--- src/rtl/axis_to_pkt.sv ---
// AXI-Stream byte stream to GMII transmit framer: preamble/SFD, payload,
// zero padding to a minimum length, optional CRC-32 FCS, underrun abort and IFG.
//
// state    | meaning
// ---------+-----------------------------------------------------------
// IDLE     | line quiet, waiting for a beat to be offered
// PREAMBLE | sending PREAMBLE_LEN x 0x55 followed by the 0xD5 SFD
// DATA     | forwarding accepted beats one per cycle
// PAD      | sending 0x00 until the frame reaches MIN_FRAME bytes
// FCS      | sending the complemented CRC, least-significant byte first
// ABORT    | single tx_er cycle marking a frame cut short by underrun
// DROP     | discarding the rest of the aborted frame up to tlast
// IFG      | IFG_LEN quiet cycles before the next frame may start
module axis_to_pkt #(
   parameter int PREAMBLE_LEN = 7,
   parameter int MIN_FRAME    = 60,
   parameter int ADD_FCS      = 1,
   parameter int IFG_LEN      = 12
) (
   input  logic       axis_aclk,
   input  logic       axis_aresetn,
   input  logic [7:0] axis_tdata,
   input  logic       axis_tuser,
   input  logic       axis_tlast,
   input  logic       axis_tvalid,
   output logic       axis_tready,
   output logic [7:0] tx_data,
   output logic       tx_en,
   output logic       tx_er,
   output logic       tx_underrun
);

   typedef enum logic [2:0] {
      S_IDLE, S_PREAMBLE, S_DATA, S_PAD, S_FCS, S_ABORT, S_DROP, S_IFG
   } state_t;

   localparam logic [31:0] CRC_POLY = 32'hEDB88320;
   localparam logic [31:0] CRC_INIT = 32'hFFFFFFFF;
   localparam logic [15:0] PRE_LOAD = 16'(PREAMBLE_LEN);
   localparam logic [15:0] IFG_LOAD = (IFG_LEN > 0) ? 16'(IFG_LEN - 1) : 16'd0;
   localparam logic [11:0] MIN_LEN  = 12'(MIN_FRAME);
   localparam logic [10:0] CNT_MAX  = 11'h7FF;
   // Where the frame body goes once data and pad are complete.
   localparam state_t      BODY_DONE_STATE = (ADD_FCS != 0) ? S_FCS : S_IFG;
   localparam logic [15:0] BODY_DONE_LOAD  = (ADD_FCS != 0) ? 16'd3 : IFG_LOAD;

   state_t      state_q, state_d;
   logic [15:0] timer_q, timer_d;
   logic [10:0] cnt_q, cnt_d;
   logic [31:0] crc_q, crc_d;
   logic [7:0]  tx_data_q, tx_data_d;
   logic        tx_en_q, tx_en_d;
   logic        tx_er_q, tx_er_d;
   logic        underrun_q, underrun_d;
   logic [10:0] cnt_inc;
   logic        short_frame;

   function automatic logic [31:0] crc_next(input logic [31:0] crc, input logic [7:0] d);
      logic [31:0] c;
      c = crc ^ {24'h0, d};
      for (int i = 0; i < 8; i++) begin
         c = c[0] ? ((c >> 1) ^ CRC_POLY) : (c >> 1);
      end
      return c;
   endfunction

   assign cnt_inc     = (cnt_q == CNT_MAX) ? cnt_q : cnt_q + 11'd1;
   assign short_frame = ({1'b0, cnt_inc} < MIN_LEN);
   assign axis_tready = axis_aresetn && ((state_q == S_DATA) || (state_q == S_DROP));

   assign tx_data     = tx_data_q;
   assign tx_en       = tx_en_q;
   assign tx_er       = tx_er_q;
   assign tx_underrun = underrun_q;

   always_comb begin
      state_d    = state_q;
      timer_d    = timer_q;
      cnt_d      = cnt_q;
      crc_d      = crc_q;
      tx_data_d  = 8'h00;
      tx_en_d    = 1'b0;
      tx_er_d    = 1'b0;
      underrun_d = 1'b0;
      case (state_q)
         S_IDLE: begin
            if (axis_tvalid) begin
               state_d = S_PREAMBLE;
               timer_d = PRE_LOAD;
            end
         end
         S_PREAMBLE: begin
            cnt_d   = 11'd0;
            crc_d   = CRC_INIT;
            tx_en_d = 1'b1;
            if (timer_q != 16'd0) begin
               tx_data_d = 8'h55;
               timer_d   = timer_q - 16'd1;
            end else begin
               tx_data_d = 8'hD5;
               state_d   = S_DATA;
            end
         end
         S_DATA: begin
            tx_en_d = 1'b1;
            if (axis_tvalid) begin
               tx_data_d = axis_tdata;
               tx_er_d   = axis_tuser;
               crc_d     = crc_next(crc_q, axis_tdata);
               cnt_d     = cnt_inc;
               if (axis_tlast) begin
                  if (short_frame) begin
                     state_d = S_PAD;
                  end else begin
                     state_d = BODY_DONE_STATE;
                     timer_d = BODY_DONE_LOAD;
                  end
               end
            end else begin
               // Starved mid-frame: the error symbol goes out right away so tx_en never gaps.
               tx_er_d    = 1'b1;
               underrun_d = 1'b1;
               state_d    = S_ABORT;
            end
         end
         S_PAD: begin
            tx_en_d = 1'b1;
            crc_d   = crc_next(crc_q, 8'h00);
            cnt_d   = cnt_inc;
            if (!short_frame) begin
               state_d = BODY_DONE_STATE;
               timer_d = BODY_DONE_LOAD;
            end
         end
         S_FCS: begin
            tx_en_d   = 1'b1;
            tx_data_d = ~crc_q[7:0];
            crc_d     = {8'hFF, crc_q[31:8]};
            if (timer_q == 16'd0) begin
               state_d = S_IFG;
               timer_d = IFG_LOAD;
            end else begin
               timer_d = timer_q - 16'd1;
            end
         end
         S_ABORT: state_d = S_DROP;
         S_DROP: begin
            if (axis_tvalid && axis_tlast) begin
               state_d = S_IFG;
               timer_d = IFG_LOAD;
            end
         end
         S_IFG: begin
            if (timer_q == 16'd0) begin
               state_d = S_IDLE;
            end else begin
               timer_d = timer_q - 16'd1;
            end
         end
         default: state_d = S_IDLE;
      endcase
   end

   always_ff @(posedge axis_aclk) begin
      if (!axis_aresetn) begin
         state_q    <= S_IDLE;
         timer_q    <= 16'd0;
         cnt_q      <= 11'd0;
         crc_q      <= CRC_INIT;
         tx_data_q  <= 8'h00;
         tx_en_q    <= 1'b0;
         tx_er_q    <= 1'b0;
         underrun_q <= 1'b0;
      end else begin
         state_q    <= state_d;
         timer_q    <= timer_d;
         cnt_q      <= cnt_d;
         crc_q      <= crc_d;
         tx_data_q  <= tx_data_d;
         tx_en_q    <= tx_en_d;
         tx_er_q    <= tx_er_d;
         underrun_q <= underrun_d;
      end
   end

endmodule

--- config.mk ---
export PLATFORM = sky130hd
export DESIGN_NAME = axis_to_pkt
export DESIGN_NICKNAME = d
export VERILOG_FILES = /design/src/rtl/axis_to_pkt.sv
export SDC_FILE = /design/constraint.sdc
export NUM_CORES = 1
export LEC_CHECK = 0
export ABC_AREA = 1
export BUFFER_PORTS_ARGS = -buffer_cell sky130_fd_sc_hd__clkbuf_2
export CAP_MARGIN = 20
export CORE_UTILIZATION = 35
export DETAILED_ROUTE_END_ITERATION = 8
export HOLD_SLACK_MARGIN = 0.03
export PLACE_DENSITY_LB_ADDON = 0.25
export RECOVER_POWER = 25
export REMOVE_ABC_BUFFERS = 1
export SYNTH_ARGS = -nofsm -noshare
export SYNTH_HDL_FRONTEND = slang
export SYNTH_SLANG_ARGS = --single-unit
--- constraint.sdc ---
create_clock -name axis_aclk -period 4.6 [get_ports axis_aclk]
set_clock_uncertainty 0.05 [all_clocks]
set_input_delay 0.69 -clock axis_aclk [delete_from_list [all_inputs] [get_ports axis_aclk]]
set_output_delay 0.69 -clock axis_aclk [all_outputs]
set_load 0.05 [all_outputs]
==> impl_metrics.sql, run 1 <==
INSERT INTO impl_metrics (metric_group, metric, value, unit) VALUES
('synthesis', 'netlist_area', '0.00596', 'mm^2'),
('sta', 'final_min_period_over_clock_period', '72.9', '%'),
('sta', 'period_minus_slack', '3.36', 'ns'),
('place', 'half_perimeter_wire_length_after_detailed_placement', '12.2', 'mm'),
('routing', 'routed-via-count', '5882', ''),
('hold_path', 'min-delay-path-class', 'register to register', ''),
('clock_tree', 'htree_num_levels', '3', ''),
('status', 'run_status', 'completed', ''),
('synthesis', 'synth.yosys.warnings', '0', ''),
('grt', 'number_of_global_route_vias_before_repair', '5496', ''),
('critical_path', 'worst-endpoint-required', '4.75', 'ns'),
('routing', 'wirelength_per_cell', '15.2', 'um'),
('sta', 'final-max-slew-violation-count', '0', ''),
('floorplanning', 'core.rowCount', '47', ''),
('sta', 'max-slew-margin-rel', '37.8', '%'),
('place', 'port_buffers', '24', ''),
('floorplanning', 'vertical_die_dimension', '133', 'um'),
('power', 'worst_ir_drop_vdd', '356', 'uV'),
('grt', 'largest_net_degree_at_the_start_of_global_routing', '53', ''),
('critical_path', 'critical_path.startpoint_type', 'register', ''),
('routing', 'route.detailed.vias_per_inst', '5.06', ''),
('sta', 'grt_setup_unrepaired', 'no', ''),
('cells_and_area', 'final_layout_size_suffix_gt1_share', '9.24', '%'),
('power', 'fin_total_pwr', '4900', 'uW'),
('sta', 'timing.final.setup_violations', '0', ''),
('power', 'power.static_leakage', '0.00291', 'uW'),
('critical_path', 'worst_path_slowest_cell', 'inv_1', ''),
('power', 'power_density', '753', 'mW/mm^2'),
('synthesis', 'yosysSeqAreaShare', '24.5', '%'),
('clock_tree', 'cts-resized-gates', '0', ''),
('synthesis', 'netlist_instances', '932', ''),
('routing', 'route.antenna.remaining_nets', '0', ''),
('clock_tree', 'tritoncts.num_buffers', '9', ''),
('floorplanning', 'boundaryPins', '25', ''),
('clock_tree', 'path_clk_slew', '0.06', 'ns'),
('floorplanning', 'start_util', '35.9', '%'),
('clock_tree', 'cts_num_sinks', '73', ''),
('grt', 'global_route_wire_length_before_repair', '28.4', 'mm'),
('clock_tree', 'cts_max_path_buffers', '2', ''),
('grt', 'grt_remaining_overflow', '0', ''),
('routing', 'detailedRoute.firstPassIterationCount', '5', ''),
('critical_path', 'critPathMostFrequentCell', 'inv_2', ''),
('floorplanning', 'coreArea', '0.0166', 'mm^2'),
('floorplanning', 'die-area', '0.0176', 'mm^2'),
('sta', 'setup_total_negative_slack', '0', 'ns'),
('sta', 'finalHoldViolCount', '0', ''),
('routing', 'drt_drc_violations_left', '0', ''),
('critical_path', 'max_fanout_on_critical_path', '38', ''),
('flow_run', 'drv.max_cap_violation_count', '0', ''),
('place', 'routabilityCongestion', '0.844', ''),
('clock_tree', 'cts.hold.buffers_added', '0', ''),
('grt', 'globalRouteTotalUtil', '20.6', '%'),
('cells_and_area', 'num_antenna_cells', '0', ''),
('cells_and_area', 'area_delta_synth_final', '9.15', '%'),
('critical_path', 'crit_type', 'register to register', ''),
('clock_tree', 'clock_tree.root_cell', 'clkbuf_16', ''),
('clock_tree', 'worst_skew_pair.late_latency', '0.35', 'ns'),
('critical_path', 'critical_path.max_stage_delay', '0.65', 'ns'),
('floorplanning', 'floorplan.die.width', '133', 'um'),
('sta', 'clock.fmax', '298', 'MHz'),
('critical_path', 'critical_path.cell_chain', 'inv_2, nand2_1, nor2_2, buf_4, inv_1, nand3_1, nand2_2, inv_2, a21oi_1, o21ai_0', ''),
('routing', 'drt-initial-drc-count', '437', ''),
('sta', 'worstMarginPinSlew', '0.932', 'ns'),
('routing', 'wirelength', '17.6', 'mm'),
('synthesis', 'synth.distinct_cells', '52', ''),
('cells_and_area', 'design.final.nets', '952', ''),
('critical_path', 'cp.arrival', '3.51', 'ns'),
('clock_tree', 'cts_setup_buffers', '0', ''),
('synthesis', 'syn_area_per_cell', '6.40', 'um^2'),
('clock_tree', 'tritoncts_clock_tree', 'built', ''),
('critical_path', 'critPathCaptureType', 'register', ''),
('synthesis', 'synth.ff_latch_count', '73', ''),
('grt', 'antenna_found_initial', '0', '');
## cell usage after synthesis, drive strengths merged
master | instances | area [um^2]
a211oi | 2 | 15.0
a21boi | 1 | 7.51
a21o | 2 | 15.0
a21oi | 70 | 354
a221oi | 2 | 17.5
a22oi | 6 | 45.0
a2bb2oi | 1 | 8.76
a31oi | 3 | 18.8
a32oi | 2 | 17.5
and2 | 1 | 6.26
and3 | 2 | 12.5
buf | 20 | 146
clkbuf | 18 | 67.6
dfxtp | 73 | 1460
ha | 2 | 25.0
inv | 96 | 360
nand2 | 258 | 1000
nand2b | 1 | 6.26
nand3 | 64 | 343
nand3b | 1 | 7.51
nand4 | 5 | 31.3
nor2 | 97 | 402
nor3 | 9 | 55.1
o2111ai | 1 | 8.76
o211ai | 5 | 37.5
o21ai | 78 | 394
o21bai | 3 | 22.5
o221ai | 1 | 8.76
o22ai | 4 | 25.0
o311ai | 1 | 8.76
o31ai | 2 | 15.0
or2 | 4 | 25.0
xnor2 | 31 | 339
xor2 | 66 | 649
## worst max-delay path: cells and delay by family, from the launching register on
family          cells  cell delay [ns]
compound gates      2             0.34
buf+inv             4             1.39
flops               1             0.44
simple gates        4             0.96
## cell usage in the layout (no fill, tap or decap), types with 3 or more instances in the layout
master	instances
o22ai_1	4
a21oi_1	69
a22oi_1	6
o21bai_1	3
nor2_4	3
xor2_4	3
nor2_2	5
nor3_1	7
o21ai_1	17
inv_1	84
inv_6	3
xor2_1	61
a31oi_1	3
clkbuf_2	13
nand4_1	5
inv_2	12
nor2_1	89
xnor2_1	25
buf_4	7
xnor2_2	4
clkbuf_16	9
dfxtp_1	73
nand3_1	61
nand2_2	8
or2_2	3
o21ai_0	60
o211ai_1	5
clkbuf_1	12
nand2_1	248
## report_power, final
part	internal [uW]	total [uW]	switching (uW)
clock	480	787	307
combinational	1010	3120	2110
sequential	808	995	187
## per-layer routing
layer	share of wire, %	global-route usage, %	wire length, um
met5	0	0	0
met2	46	33.6	8020
met1	47	27.5	8240
met3	5.9	4.06	1050
met4	1.7	6.07	304
## state kept, by name, summed over array words and instances, names as in the netlist
| signal | count |
|---|---|
| crc_q | 32 |
| tx_underrun | 1 |
| tx_data | 8 |
| tx_er | 1 |
| cnt_q | 11 |
| timer_q | 16 |
| state_q | 3 |
| tx_en | 1 |
## cell type report
| class | instances | area (um^2) |
|---|---|---|
| Inverter | 96 | 360 |
| Fill cell | 1830 | 10100 |
| Tap cell | 220 | 275 |
| Sequential cell | 73 | 1460 |
| Clock inverter | 7 | 98.8 |
| Multi-Input combinational cell | 725 | 3920 |
| Clock buffer | 9 | 225 |
| Timing Repair Buffer | 32 | 163 |
## path summary, 6_finish.rpt
| check | from | to | slack (ns) | depth (start not counted) |
|---|---|---|---|---|
| setup / recovery | state_q[0]$_SDFFE_PN0P_ | crc_q[13]$_SDFFE_PN1P_ | 1.24 | 10 |
| hold / removal | crc_q[18]$_SDFFE_PN1P_ | crc_q[18]$_SDFFE_PN1P_ | 0.43 | 2 |
| setup reg to reg | state_q[0]$_SDFFE_PN0P_ | crc_q[13]$_SDFFE_PN1P_ | 1.24 | 10 |
| hold reg to reg | crc_q[18]$_SDFFE_PN1P_ | crc_q[18]$_SDFFE_PN1P_ | 0.43 | 2 |
## kinds of logic after synthesis
kind of cell / count (synthesis) / synth area share [%]
flops: 73 / 24.5
fa+ha+maj: 2 / 0.420
buf+inv: 134 / 9.63
simple gates: 442 / 31.7
compound gates: 184 / 17.1
xor+xnor: 97 / 16.6
## per-stage QoR
stage / std cells / hold slack (ns) / utilization (%) / area [um^2] / setup WS [ns]
CTS: 1162 / 0.433 / 39.4 / 6530 / 1.59
finish: 1162 / 0.430 / 39.2 / 6510 / 1.24
detailed placement: 1146 / 0.416 / 37.4 / 6200 / 1.61
global placement: 1146 / 0.409 / 37.4 / 6200 / 1.64
floorplan: 894 / 0.390 / - / 5750 / 1.84
global route: 1162 / 0.451 / 39.2 / 6510 / 0.959
Power figures use the tool's default switching activity.
==> run 2, diff against run 1 <==
clock period = 3.2 ns   (was 4.6 ns; I/O delays follow)
==> run 2 against run 1 <==
Worst setup slack lost 0.55 ns. Highest routed layer unchanged. Largest power group unchanged. Critical endpoint is now crc_q[28]$_SDFFE_PN1P_. Count of clock-buffer cells in the layout grew 4. Global-route usage shrank 0.19 points. Sequential share of layout area is essentially flat. Utilization grew 0.060 points. Wire length shrank 0.99%. Flip-flop and latch count is the same. Non-clock buffer count grew 8.
==> impl_metrics.sql, run 2 (same netlist as run 1, synthesis figures left out) <==
INSERT INTO impl_metrics (metric_group, metric, value, unit) VALUES
('sta', 'final-max-slew-violation-count', '0', ''),
('routing', 'routed-via-count', '5893', ''),
('routing', 'detailedRoute.firstPassIterationCount', '5', ''),
('grt', 'grt_remaining_overflow', '0', ''),
('cells_and_area', 'largest_register_ffs', '32', ''),
('cells_and_area', 'count_of_filler_cells_inserted_in_the_layout', '1812', ''),
('clock_tree', 'path_clk_slew', '0.06', 'ns'),
('cells_and_area', 'design.final.nets', '960', ''),
('critical_path', 'rrSetupSlack', '0.69', 'ns'),
('sta', 'max-slew-margin-rel', '42.9', '%'),
('place', 'routabilityCongestion', '0.880', ''),
('cells_and_area', 'mostFrequentLayoutCells', 'nand2_1, nor2_1, inv_1', ''),
('hold_path', 'hold_depth', '3', ''),
('clock_tree', 'tritoncts.num_buffers', '9', ''),
('routing', 'wirelength', '17.4', 'mm'),
('critical_path', 'worst_r2r_path_depth', '8', ''),
('sta', 'final_min_period_over_clock_period', '78.5', '%'),
('floorplanning', 'boundaryPins', '25', ''),
('clock_tree', 'cts-resized-gates', '0', ''),
('status', 'run_status', 'completed', ''),
('clock_tree', 'cts.hold.buffers_added', '0', ''),
('critical_path', 'critical_path.startpoint_type', 'register', ''),
('routing', 'drt-initial-drc-count', '407', ''),
('sta', 'setup_total_negative_slack', '0', 'ns'),
('critical_path', 'timing.critical_path.max_delay_family', 'simple AND/OR/NAND/NOR gates', ''),
('cells_and_area', 'top_register', 'crc_q', ''),
('critical_path', 'critical_path.cell_chain', 'inv_1, nor2_1, nand2_1, nand3_1, nand2_2, inv_2, o21ai_0, o211ai_1', ''),
('sta', 'period_minus_slack', '2.51', 'ns'),
('sta', 'grt_setup_unrepaired', 'no', ''),
('clock_tree', 'cts_num_sinks', '73', ''),
('cells_and_area', 'mostFrequentLayoutCell', 'nand2_1', ''),
('hold_path', 'min-delay-path-class', 'input pin to register', ''),
('critical_path', 'worst_path_slowest_cell', 'inv_2', ''),
('hold_path', 'min_from', 'axis_tuser', ''),
('grt', 'globalRouteTotalUtil', '20.4', '%'),
('power', 'power_density', '1060', 'mW/mm^2'),
('cells_and_area', 'area_delta_synth_final', '9.32', '%'),
('place', 'port_buffers', '24', ''),
('clock_tree', 'worst_skew_pair.late_latency', '0.35', 'ns'),
('critical_path', 'critical_path.reg2reg.startpoint', 'state_q[1]$_SDFFE_PN0P_', ''),
('place', 'placed_area', '0.00626', 'mm^2'),
('place', 'half_perimeter_wire_length_after_detailed_placement', '12.5', 'mm'),
('critical_path', 'cp.arrival', '2.73', 'ns'),
('clock_tree', 'clock_tree.root_cell', 'clkbuf_16', ''),
('floorplanning', 'start_util', '35.9', '%'),
('hold_path', 'holdPathEnd', 'tx_er$_SDFF_PN0_', ''),
('power', 'worst_ir_drop_vdd', '409', 'uV'),
('critical_path', 'max_fanout_on_critical_path', '38', ''),
('critical_path', 'critPathCaptureType', 'register', ''),
('power', 'power.static_leakage', '0.00292', 'uW'),
('grt', 'number_of_global_route_vias_before_repair', '5232', ''),
('cells_and_area', 'num_antenna_cells', '0', ''),
('clock_tree', 'cts_setup_buffers', '0', ''),
('critical_path', 'crit_type', 'register to register', ''),
('clock_tree', 'htree_num_levels', '3', ''),
('sta', 'clock.fmax', '398', 'MHz'),
('floorplanning', 'die-area', '0.0176', 'mm^2'),
('grt', 'antenna_found_initial', '0', ''),
('floorplanning', 'vertical_die_dimension', '133', 'um'),
('flow_run', 'drv.max_cap_violation_count', '0', ''),
('critical_path', 'crit-reg2reg-capture', 'crc_q[28]$_SDFFE_PN1P_', ''),
('sta', 'timing.final.setup_violations', '0', ''),
('grt', 'global_route_wire_length_before_repair', '28.0', 'mm'),
('clock_tree', 'cts_max_path_buffers', '2', ''),
('grt', 'largest_net_degree_at_the_start_of_global_routing', '53', ''),
('routing', 'drt_drc_violations_left', '0', ''),
('floorplanning', 'floorplan.die.width', '133', 'um'),
('critical_path', 'crit_buf_inv', '2', ''),
('clock_tree', 'tritoncts_clock_tree', 'built', ''),
('cells_and_area', 'reg_top3', 'crc_q x32, timer_q x16, cnt_q x11', ''),
('routing', 'route.detailed.vias_per_inst', '5.04', ''),
('cells_and_area', 'final_layout_size_suffix_gt1_share', '9.79', '%'),
('floorplanning', 'coreArea', '0.0166', 'mm^2'),
('place', 'place.detailed.instances', '1154', ''),
('routing', 'route.antenna.remaining_nets', '0', ''),
('cells_and_area', 'post-route-cell-area', '0.00652', 'mm^2'),
('place', 'post-place-ws', '0.845', 'ns'),
('critical_path', 'worst-endpoint-required', '3.42', 'ns'),
('cells_and_area', 'layout.core_utilization', '39.3', '%'),
('sta', 'finalHoldViolCount', '0', ''),
('cells_and_area', 'finish.cell_count_without_fillers', '1170', ''),
('sta', 'worstMarginPinSlew', '0.850', 'ns'),
('critical_path', 'critical_path.max_stage_delay', '0.50', 'ns'),
('floorplanning', 'core.rowCount', '47', ''),
('routing', 'wirelength_per_cell', '14.9', 'um'),
('sta', 'setup_slack', '0.690', 'ns');
[run 2: worst min-delay path, delay by kind of cell]
kind	cells	cell delay, ns
buf+inv	1	0.07
simple gates	2	0.11
[run 2: worst max-delay path by stage]
stage,from,slack [ns],cells past startpoint,end
4_1_cts,state_q[1]$_SDFFE_PN0P_,0.83,8,crc_q[31]$_SDFFE_PN1P_
2_1_floorplan,axis_aresetn,0.86,2,axis_tready
3_3_place_gp,state_q[1]$_SDFFE_PN0P_,0.91,8,crc_q[31]$_SDFFE_PN1P_
5_1_grt,state_q[1]$_SDFFE_PN0P_,0.45,8,crc_q[31]$_SDFFE_PN1P_
3_5_place_dp,state_q[1]$_SDFFE_PN0P_,0.85,8,crc_q[31]$_SDFFE_PN1P_
6_report,state_q[1]$_SDFFE_PN0P_,0.69,8,crc_q[28]$_SDFFE_PN1P_
[run 2: layout make-up]
cell class | instances | area [um^2] | area share [%]
repair buffers | 40 | 221 | 3.40
flip-flops and latches | 73 | 1460 | 22.4
inverters | 96 | 360 | 5.53
multi-input cells | 725 | 3920 | 60.2
clock inverters | 3 | 15.0 | 0.230
clock buffers | 13 | 260 | 3.99
well taps | 220 | 275 | 4.22
[run 2: per-stage QoR]
stage | power, uW | hold WS [ns]
floorplan | 4780 | 0.390
global placement | 5920 | 0.407
detailed placement | 5940 | 0.407
CTS | 6940 | 0.301
global route | 7550 | 0.312
finish | 6910 | 0.312
[run 2: layer usage]
metal	GRT usage (%)	part of all wire [%]	up-vias
li1	-	-	3043
met1	27.7	47	2672
met2	33.0	46	161
met3	2.68	5.3	17
met4	7.54	1.7	0
met5	0	0	-
[run 2: report_power, final]
group	internal [uW]	switching [uW]	leakage, uW
Combinational	1500	3030	0.00218
Sequential	1160	254	0.000600
Clock	564	407	0.000139
